[src/rtl/fb_pkg.sv]
// fb_pkg: screen geometry, plot command and state types, address helper
package fb_pkg;
  localparam int SCREEN_W = 320;
  localparam int SCREEN_H = 240;
  localparam int FB_PIXELS = 76800;
  localparam int FB_ADDR_W = 17;
  localparam int COLOUR_W = 3;
  typedef struct packed {
    logic [8:0] x;
    logic [7:0] y;
    logic [COLOUR_W-1:0] colour;
  } plot_cmd_t;
  typedef enum logic {S_IDLE, S_CLEAR} fb_state_t;
  // y*320+x as y*256+y*64+x, no multiplier
  function automatic logic [FB_ADDR_W-1:0] pix_addr(input logic [8:0] x, input logic [7:0] y);
    return {1'b0, y, 8'b0} + {3'b0, y, 6'b0} + {8'b0, x};
  endfunction
endpackage

[src/rtl/fb_plot_writer_if.sv]
// fb_plot_writer_if: plot strobe bus and framebuffer write handshake
interface fb_plot_writer_if #(parameter int COLOUR_W = 3);
  logic plot;
  logic [8:0] plot_x;
  logic [7:0] plot_y;
  logic [COLOUR_W-1:0] plot_colour;
  logic mem_grant;
  logic mem_we;
  logic [16:0] mem_addr;
  logic [COLOUR_W-1:0] mem_wdata;
  modport slave (input plot, plot_x, plot_y, plot_colour, mem_grant, output mem_we, mem_addr, mem_wdata);
  modport master (output plot, plot_x, plot_y, plot_colour, mem_grant, input mem_we, mem_addr, mem_wdata);
endinterface

[src/rtl/plot_fifo.sv]
// plot_fifo: synchronous FIFO with wrap-around pointers carrying an extra MSB
module plot_fifo
  import fb_pkg::*;
#(
  parameter int DEPTH = 16,
  parameter type T = plot_cmd_t
) (
  input  logic clk,
  input  logic rstn,
  input  logic push,
  input  logic pop,
  input  T     din,
  output T     dout,
  output logic full,
  output logic empty
);
  localparam int AW = $clog2(DEPTH);
  T mem [DEPTH];
  logic [AW:0] wp, rp;
  always_ff @(posedge clk or negedge rstn)
    if (!rstn) begin
      wp <= '0;
      rp <= '0;
    end else begin
      wp <= wp + (AW+1)'(push);
      rp <= rp + (AW+1)'(pop);
    end
  always_ff @(posedge clk)
    if (push) mem[wp[AW-1:0]] <= din;
  assign dout = mem[rp[AW-1:0]];
  assign empty = wp == rp;
  assign full = (wp ^ rp) == {1'b1, {AW{1'b0}}};
endmodule

[src/rtl/fb_plot_writer.sv]
// fb_plot_writer: buffers pixel plots, converts to linear addresses and writes them,
// plus full-screen clear; FIFO drain pauses while a clear is filling.
module fb_plot_writer
  import fb_pkg::*;
#(
  parameter int FIFO_DEPTH = 16,
  parameter int COLOUR_W = fb_pkg::COLOUR_W
) (
  input  logic                clk,
  input  logic                rstn,
  fb_plot_writer_if.slave     bus,
  input  logic                clear,
  input  logic [COLOUR_W-1:0] clear_colour,
  output logic                busy,
  output logic                clear_done,
  output logic                overflow,
  output logic [15:0]         drop_count
);
  typedef struct packed {
    logic [8:0] x;
    logic [7:0] y;
    logic [COLOUR_W-1:0] colour;
  } cmd_t;
  fb_state_t state, state_d;
  logic [FB_ADDR_W-1:0] cnt;
  logic [COLOUR_W-1:0] clr_colour;
  logic is_clr, full, empty, in_range, done, free, pop, push, load_clr, last, start;
  cmd_t head, cmd_in;
  assign cmd_in = '{x: bus.plot_x, y: bus.plot_y, colour: bus.plot_colour};
  assign in_range = bus.plot_x < 9'(SCREEN_W) && bus.plot_y < 8'(SCREEN_H);
  assign done = bus.mem_we && bus.mem_grant;
  assign free = !bus.mem_we || done;
  assign pop = state == S_IDLE && !empty && free;
  assign push = bus.plot && in_range && (!full || pop);
  assign load_clr = state == S_CLEAR && cnt != FB_ADDR_W'(FB_PIXELS) && free;
  assign last = done && is_clr && bus.mem_addr == FB_ADDR_W'(FB_PIXELS - 1);
  assign start = state == S_IDLE && clear;
  assign busy = state == S_CLEAR || !empty || bus.mem_we;
  plot_fifo #(.DEPTH(FIFO_DEPTH), .T(cmd_t)) u_fifo (
    .clk, .rstn, .push, .pop, .din(cmd_in), .dout(head), .full, .empty
  );
  always_comb begin
    state_d = state;
    state_d = start ? S_CLEAR : last ? S_IDLE : state;
  end
  always_ff @(posedge clk or negedge rstn)
    if (!rstn) state <= S_IDLE;
    else state <= state_d;
  // cnt counts fill pixels issued to the output register; is_clr marks a fill write in flight
  always_ff @(posedge clk or negedge rstn)
    if (!rstn) begin
      cnt <= '0;
      clr_colour <= '0;
      is_clr <= 1'b0;
      bus.mem_we <= 1'b0;
      bus.mem_addr <= '0;
      bus.mem_wdata <= '0;
      clear_done <= 1'b0;
      overflow <= 1'b0;
      drop_count <= '0;
    end else begin
      clear_done <= last;
      if (start) begin
        cnt <= '0;
        clr_colour <= clear_colour;
      end else if (load_clr) cnt <= cnt + 1'b1;
      if (pop) begin
        bus.mem_we <= 1'b1;
        bus.mem_addr <= pix_addr(head.x, head.y);
        bus.mem_wdata <= head.colour;
        is_clr <= 1'b0;
      end else if (load_clr) begin
        bus.mem_we <= 1'b1;
        bus.mem_addr <= cnt;
        bus.mem_wdata <= clr_colour;
        is_clr <= 1'b1;
      end else if (done) begin
        bus.mem_we <= 1'b0;
        is_clr <= 1'b0;
      end
      if (bus.plot && in_range && !push) overflow <= 1'b1;
      else if (start) overflow <= 1'b0;
      if (bus.plot && !in_range && drop_count != 16'hFFFF) drop_count <= drop_count + 1'b1;
    end
endmodule

[src/flat_wrapper.sv]
// flat-port wrapper written by rule: the top's interface ports become plain ports
module fb_plot_writer_flat import fb_pkg::*;
#(
  parameter int FIFO_DEPTH = 16,
  parameter int COLOUR_W = fb_pkg::COLOUR_W
)
  (clk, rstn, clear, clear_colour, busy, clear_done, overflow, drop_count, bus_plot, bus_plot_x, bus_plot_y, bus_plot_colour, bus_mem_grant, bus_mem_we, bus_mem_addr, bus_mem_wdata);
  fb_plot_writer_if #(.COLOUR_W(COLOUR_W)) bus_i ();
  input  logic clk;
  input  logic rstn;
  input  logic clear;
  input  logic [COLOUR_W-1:0] clear_colour;
  output logic busy;
  output logic clear_done;
  output logic overflow;
  output logic [15:0] drop_count;
  input wire logic [$bits(bus_i.plot)-1:0] bus_plot;
  input wire logic [$bits(bus_i.plot_x)-1:0] bus_plot_x;
  input wire logic [$bits(bus_i.plot_y)-1:0] bus_plot_y;
  input wire logic [$bits(bus_i.plot_colour)-1:0] bus_plot_colour;
  input wire logic [$bits(bus_i.mem_grant)-1:0] bus_mem_grant;
  output wire logic [$bits(bus_i.mem_we)-1:0] bus_mem_we;
  output wire logic [$bits(bus_i.mem_addr)-1:0] bus_mem_addr;
  output wire logic [$bits(bus_i.mem_wdata)-1:0] bus_mem_wdata;
  assign bus_i.plot = bus_plot;
  assign bus_i.plot_x = bus_plot_x;
  assign bus_i.plot_y = bus_plot_y;
  assign bus_i.plot_colour = bus_plot_colour;
  assign bus_i.mem_grant = bus_mem_grant;
  assign bus_mem_we = bus_i.mem_we;
  assign bus_mem_addr = bus_i.mem_addr;
  assign bus_mem_wdata = bus_i.mem_wdata;
  fb_plot_writer #(.FIFO_DEPTH(FIFO_DEPTH), .COLOUR_W(COLOUR_W)) u_core (.clk(clk), .rstn(rstn), .bus(bus_i), .clear(clear), .clear_colour(clear_colour), .busy(busy), .clear_done(clear_done), .overflow(overflow), .drop_count(drop_count));
endmodule
[config.mk]
export PLATFORM = sky130hd
export DESIGN_NAME = fb_plot_writer_flat
export DESIGN_NICKNAME = d
export VERILOG_FILES = /design/src/rtl/fb_pkg.sv /design/src/rtl/fb_plot_writer_if.sv /design/src/rtl/plot_fifo.sv /design/src/rtl/fb_plot_writer.sv /design/src/flat_wrapper.sv
export SDC_FILE = /design/constraint.sdc
export NUM_CORES = 1
export LEC_CHECK = 0
export ABC_AREA = 1
export ABC_CLOCK_PERIOD_IN_PS = 2650
export CAP_MARGIN = 20
export CORE_MARGIN = 8
export CORE_UTILIZATION = 55
export CTS_CLUSTER_DIAMETER = 30
export DETAILED_ROUTE_END_ITERATION = 6
export DONT_BUFFER_PORTS = 1
export PLACE_DENSITY = 0.73
export SYNTH_ARGS = -nofsm -noshare
export SYNTH_HDL_FRONTEND = slang
export SYNTH_SLANG_ARGS = --single-unit
export TNS_END_PERCENT = 20
[constraint.sdc]
create_clock -name clk -period 2.65 [get_ports clk]
set_input_delay 0.3975 -clock clk [delete_from_list [all_inputs] [get_ports clk]]
set_output_delay 0.3975 -clock clk [all_outputs]
set_load 0.03 [all_outputs]
# After elaboration in Yosys (flattened, before gate mapping)
# Memory sizes are Yosys's and may differ from the RTL's.
# Index checks and enable logic that the tools add are counted.
# word_totals
regBits,71
out_inout_bits,40
memories,1
inputBits,28
ramBits,320
# op_classes
addsub,6
n_bitwise,2
reduce_logical,28
order_cmp,2
n_eq_ne,5
muxes,16
# memory_table
name,words,word_bits,rd,rd_clocked_by_memory_dff,write_ports,line,rtl
u_core.u_fifo.mem,16,20,1,0,1,plot_fifo.sv:18,T mem [DEPTH];
# op_table
cell,count
$mux 17,4
$add 16x14->17,1
$add 17x1->17 const B,1
$add 17x9->17,1
$eq 17x17->1 const B,1
$ne 17x17->1 const B,1
$add 16x1->16 const B,1
$ne 16x16->1 const B,1
$logic_and 1x1->1,14
$add 5x1->5,2
$mux 1,10
$lt 9x9->1 const B,1
$lt 8x8->1 const B,1
$reduce_bool 2->1,4
$mux 3,2
$eq 5x5->1,1
$eq 5x5->1 const B,1
$logic_not 1->1,5
$xor 5x5->5,1
$logic_or 1x1->1,4
$reduce_bool 3->1,1
$not 1->1,1

# Depth between registers and ports, before layout
# logic_depth
ltp_word,9
depth_mapped,21
mapped_depth_nobuf,18

# By module
# A second synthesis with hierarchy kept.
# unflattened
hier_cells,2034
area_unflattened_um2,18614.1
# modules_own_cells
mod,n_inst,cells_each,area_each_um2
plot_fifo,1,1432,14462.6
fb_plot_writer,1,602,4151.5

# Worst setup path before layout
# Ideal clock, no wire load.
# synth_timing
path_kind,flip-flop to flip-flop
from,register u_core.u_fifo.rp[0]
to,register u_core.bus.mem_addr[13]
period_less_slack_ns,2.920
n_path_buf,3
path_slack_ns,-0.270
t_arrival_ns,2.795
stages_incl_launch_ff,18
required_ns,2.525
path_cell_list,dfrtp_1 buf_6 inv_4 buf_6 buf_2 nor2_1 o211ai_1 a31oi_2 fa_1 inv_1 fa_1 nand3_1 nand2_1 nand2_1 nand2_1 xor2_1 nand2_1 nand3_1
# synth_between
elab_chain_cells,5
# synth_lines
element,line,rtl
start: declaration,plot_fifo.sv:19,"logic [AW:0] wp, rp;"
start signal: assignment,plot_fifo.sv:26,rp <= rp + (AW+1)'(pop);
branches (longest 5 deep; another with $mem_v2 16x20),-,
end signal: assignment,fb_plot_writer.sv:69,"bus.mem_addr <= pix_addr(head.x, head.y);"
end signal: assignment,fb_plot_writer.sv:74,bus.mem_addr <= cnt;
end: declaration,fb_plot_writer_if.sv:11,"modport slave (input plot, plot_x, plot_y, plot_colour, mem_grant, output mem_we, mem_addr, mem_wdata);"
# Several ways; the timed one is not identified.
# A chain may end at the register's enable or synchronous reset.

# Worst setup path in the final report
# layout_timing
from,register u_core.u_fifo.rp[0]
to,register u_core.bus.mem_addr[11]
# The elaborated chain is that of the path after synthesis.

==> results.md <==
Logic synthesis:
- After synthesis, flip-flops and latches occupy between 60% and 70% of the total area.
- The post-synth net total is 1,615.
- The fraction of synthesized cell area taken by the top area cell type is between 50% and 60%.
- Counting every instance in the synthesized netlist gives between 1,500 and 2,000.
- The top cell type by total area after synthesis is sky130_fd_sc_hd__edfxtp_1.
- In the post-synthesis netlist, the biggest area contributors are sky130_fd_sc_hd__edfxtp_1 56%, sky130_fd_sc_hd__dfrtp_1 10%, sky130_fd_sc_hd__nor2_1 6.4%.
- The number of register bits inferred by synthesis is slightly below 400.
- Yosys printed 0 warnings.
- The count of different cell masters after synthesis is between 40 and 50.
- The mapped netlist covers between 15,000 and 20,000 um2.
- After synthesis, the most frequently instantiated cells are 320 x sky130_fd_sc_hd__edfxtp_1, 290 x sky130_fd_sc_hd__nor2_1, 267 x sky130_fd_sc_hd__nand2_1.
- A synthesized cell averages ~11 um2.
- The primary flip-flop cell chosen by synthesis mapping is sky130_fd_sc_hd__edfxtp_1.
- By instance count, the leading cell after synthesis is sky130_fd_sc_hd__edfxtp_1.
- The share of flip-flops with an asynchronous set or reset after synthesis is about 18%.
- The number of synthesized flops with an enable pin is 320.

Flow run:
- Max-cap violations in this run came to 0.

Floorplan:
- Once the floorplan was initialized, standard cells occupied a little under three fifths of the core.
- Measured along the y axis, the die boundary spans around 190 um.
- The region available for standard cell placement spans 30,600 um2.
- Measured along the x axis, the die boundary spans between 150 and 200 um.
- After floorplanning, the core was divided into 64 placement rows.
- The total die area is ~37,000 um2.
- For this design the top-level I/O count stands at 68.

CTS:
- Clock latency on the worst-skew pair, taken at its later pin, is roughly 0.58 ns.
- The clock-pin slew reported for the worst setup and hold paths after clock tree synthesis is 0.05 ns.
- The longest clock path from root to sink contains 3 buffers.
- Counting every sink on the clock net gives 391.
- The tree is rooted in a sky130_fd_sc_hd__clkbuf_16.
- The number of buffers inserted during clock tree synthesis is 76.
- TritonCTS built the clock tree.
- The clock tree synthesis step divided the H-tree into 3 levels.

GRT:
- The number of global-route vias before repair came to 12,800.
- The residual overflow from global routing is 0.
- The largest net degree at the start of global routing is between 70 and 80.
- The all-layer global routing usage is between 20% and 30%.
- The initial antenna violation count is 1.
- The first-pass GRT wire length is 70.4 mm.

Outcome:
- The run finished, with violations left.
- The checks that failed: setup timing.

Place:
- At the end of routability-driven placement, the weighted congestion stood at around 0.90.
- Once placement completed, the tool counted placed cells totaling between 1,500 and 2,000.
- The instance area at placement is 18,300 um2.
- Once detailed placement completed, the half-perimeter wirelength came to approximately 27 mm.
- OpenSTA, run right after detailed placement, puts the worst setup slack at -0.373 ns.
- The number of I/O port buffers is 0.

Power:
- The fraction of power consumed by combinational cells is 9.3%.
- The clock network accounts for 49.2% of the total power.
- The maximum vdd drop is ~0.64 mV.
- Per report_power, the sequential group accounts for 41.6% of the total.
- Summed over all cells, the static leakage comes to a little over 8 nW.
- The internal power of the cells is 0.0138 W.
- For this design the total switching power over the nets is 0.00506 W.
- In this run switching power makes up a little over a quarter of total power.
- The total power divided by cell area is about 900 nW/um2.

Setup path:
- The cell with the biggest individual delay on the critical path is sky130_fd_sc_hd__fa_1.
- The biggest cell delay along the critical path is 0.59 ns.
- The critical path ends at u_core.bus.mem_addr[11].
- For flop-to-flop paths, the worst setup slack is -0.44 ns.
- The kind of launch point of the worst setup path is a flop.
- The depth of the worst register-to-register path is 16.
- The worst path arrival time is ~3.5 ns.
- The source of the worst register-to-register timing path is u_core.u_fifo.rp[0].
- The required time of the critical path is 3.09 ns.
- The critical path is of the reg2reg type.
- The origin of the worst setup path is u_core.u_fifo.rp[0].
- The signal on the critical path passes through inv_6, buf_12, o21ai_1, o22ai_1, o21ai_1, nor2_1, nor2_1, fa_1, inv_2, fa_2, nand3_2, nand2_2, buf_4, xor2_1, nand2_1, nand3_1.
- STA classifies the critical path endpoint as a flop.
- The worst register-to-register path ends at u_core.bus.mem_addr[11].
- Along the worst path, the maximum fanout reaches 18.

Finish:
- The final-stage net count is roughly 1,800.
- In the final layout, the share of cells above drive strength 1 is between 15 and 20%.
- The non-filler instance count after layout is roughly 2,200.
- The area growth from synthesis to layout is 24.4%.
- The cell area after layout is 21,200 um2.

Timing:
- The count of pins over their slew limit came to 0.
- Across the routed clock network, the largest skew measured is approximately 0.025 ns.
- Setup repair after global routing could not meet its margin everywhere.
- The worst path in the final design needs a cycle of about 3.1 ns, including I/O delays and setup.
- The final count of hold timing violations is 0.
- The timing-limited maximum frequency is 323 MHz.
- The part of the cycle the worst path needs is 117%.
- After layout, the worst setup slack is -0.445 ns.
- In this run the tightest slew margin relative to its limit is a little over half.
- Setup violations remaining at the end of the flow were counted as 10.
- The slew at the pin with the worst max-slew slack is 0.695 ns.

Routing:
- The routed wirelength normalized by instance count is 21.0 um.
- The number of DRC markers in iteration 0 is about 1,500.
- The first TritonRoute pass finished after 6 iterations.
- For this block, the routed nets add up to 45.4 mm of wire.
- Detailed routing inserted a total of approximately 13,000 vias.
- The number of nets with antenna violations after routing is 0.
- Using the TritonRoute via totals, the vias-per-cell ratio works out to just under 6.
- After detailed routing, the number of remaining DRC violations is 0.

Min path:
- In this run the worst hold path is classified as in2reg.
-- state kept, by name, summed over array words and instances (netlist names) --
signal	flops
u_core.bus.mem_wdata	3
u_core.clear_done	1
u_core.u_fifo.rp	5
u_core.overflow	1
u_core.bus.mem_addr	17
u_core.u_fifo.wp	5
u_core.is_clr	1
u_core.state	1
u_core.clr_colour	3
u_core.drop_count	16
u_core.bus.mem_we	1
u_core.cnt	17
u_core.u_fifo.mem	320
-- what timing repair did --
action                                 4_1_cts  5_1_grt
endpoints found under the hold margin      395        0
hold buffers                                26        0
buffers inserted                             1        1
setup endpoints to repair                   10       31
gates resized for setup                     14        9
cloned                                       1        1
pin swaps                                    3        2
-- cells in the final DEF, fill, tap and decap left out, drive strengths merged --
master | Yosys | layout
a21o | 1 | 1
a21oi | 9 | 9
a22o | 1 | 1
a31oi | 2 | 2
and2 | 2 | 2
buf | 46 | 111
bufinv | 0 | 5
clkbuf | 29 | 91
clkinv | 2 | 24
clkinvlp | 0 | 10
dfrtp | 71 | 71
diode | 0 | 3
dlygate4sd3 | 0 | 25
edfxtp | 320 | 320
fa | 2 | 2
ha | 22 | 22
inv | 86 | 99
nand2 | 270 | 270
nand3 | 104 | 104
nand4 | 15 | 15
nor2 | 291 | 291
nor3 | 17 | 17
nor4 | 1 | 1
o211ai | 17 | 17
o21ai | 183 | 183
o221ai | 10 | 10
o22ai | 22 | 22
o31ai | 3 | 3
or2 | 1 | 1
or3 | 1 | 1
xnor2 | 5 | 5
xor2 | 30 | 30
-- final cells by class --
cell class | instances | area (um2)
inverter | 88 | 335
clock buffer | 89 | 2000
fill | 2054 | 9360
antenna | 3 | 7.51
multi-input combinational | 1009 | 5070
clock inverter | 50 | 520
tap | 396 | 495
sequential | 391 | 11400
timing repair buffer | 138 | 1410
-- critical path: cells and delay by family (launching register included) --
family | cells | cell delay (ns)
adder cells (fa/ha/maj) | 2 | 0.95
AO/OA/AOI/OAI | 3 | 0.34
buffers and inverters | 4 | 0.49
flip-flops | 1 | 0.53
AND/OR/NAND/NOR | 6 | 0.52
XOR/XNOR | 1 | 0.13
-- cell families after synthesis --
group                    share of synthesized area (%)
adder cells (fa/ha/maj)                           1.85
XOR/XNOR                                          1.80
buffers and inverters                             4.52
flip-flops                                        66.7
AO/OA/AOI/OAI                                     8.27
AND/OR/NAND/NOR                                   16.9
-- through the flow --
step                      utilization [%]  setup TNS, ns  hold WS, ns  power, W
after floorplan                         -         -0.438        0.102   0.00884
after global placement               59.7          -2.59        0.104   0.00946
after detailed placement             59.7          -2.70        0.104   0.00951
after CTS                            69.2          -2.91       0.0818    0.0189
after global routing                 69.4          -5.09        0.124    0.0195
final                                69.4          -3.42        0.114    0.0189
-- metal layers --
metal | GRT usage, % | vias up | part of all wire (%)
met1 | 32.2 | 6159 | 40
met5 | 0 | - | 0
met3 | 5.01 | 141 | 8.9
li1 | - | 5735 | -
met4 | 11.3 | 0 | 4.2
met2 | 39.2 | 701 | 47
-- power groups by stage --
stage                     registers, W  logic, W  clock network [W]
final                          0.00784   0.00175            0.00927
after global placement         0.00792   0.00154                  0
after global routing           0.00788   0.00194            0.00964
after floorplan                0.00785  0.000992                  0
after detailed placement       0.00794   0.00158                  0
after CTS                      0.00784   0.00174            0.00936
-- worst min-delay path by stage --
| stage | startpoint | end | slack [ns] | cells after the start |
|---|---|---|---|---|
| finish | bus_plot | u_core.drop_count[12] | 0.11 | 4 |
| detailed placement | rstn | u_core.clr_colour[2] | 0.10 | 0 |
| floorplan | rstn | u_core.bus.mem_addr[0] | 0.10 | 0 |
| CTS | bus_mem_grant | u_core.is_clr | 0.08 | 3 |
| global route | bus_mem_grant | u_core.is_clr | 0.12 | 3 |
| global placement | rstn | u_core.clr_colour[2] | 0.10 | 0 |
(Power assumes the default switching activity.)
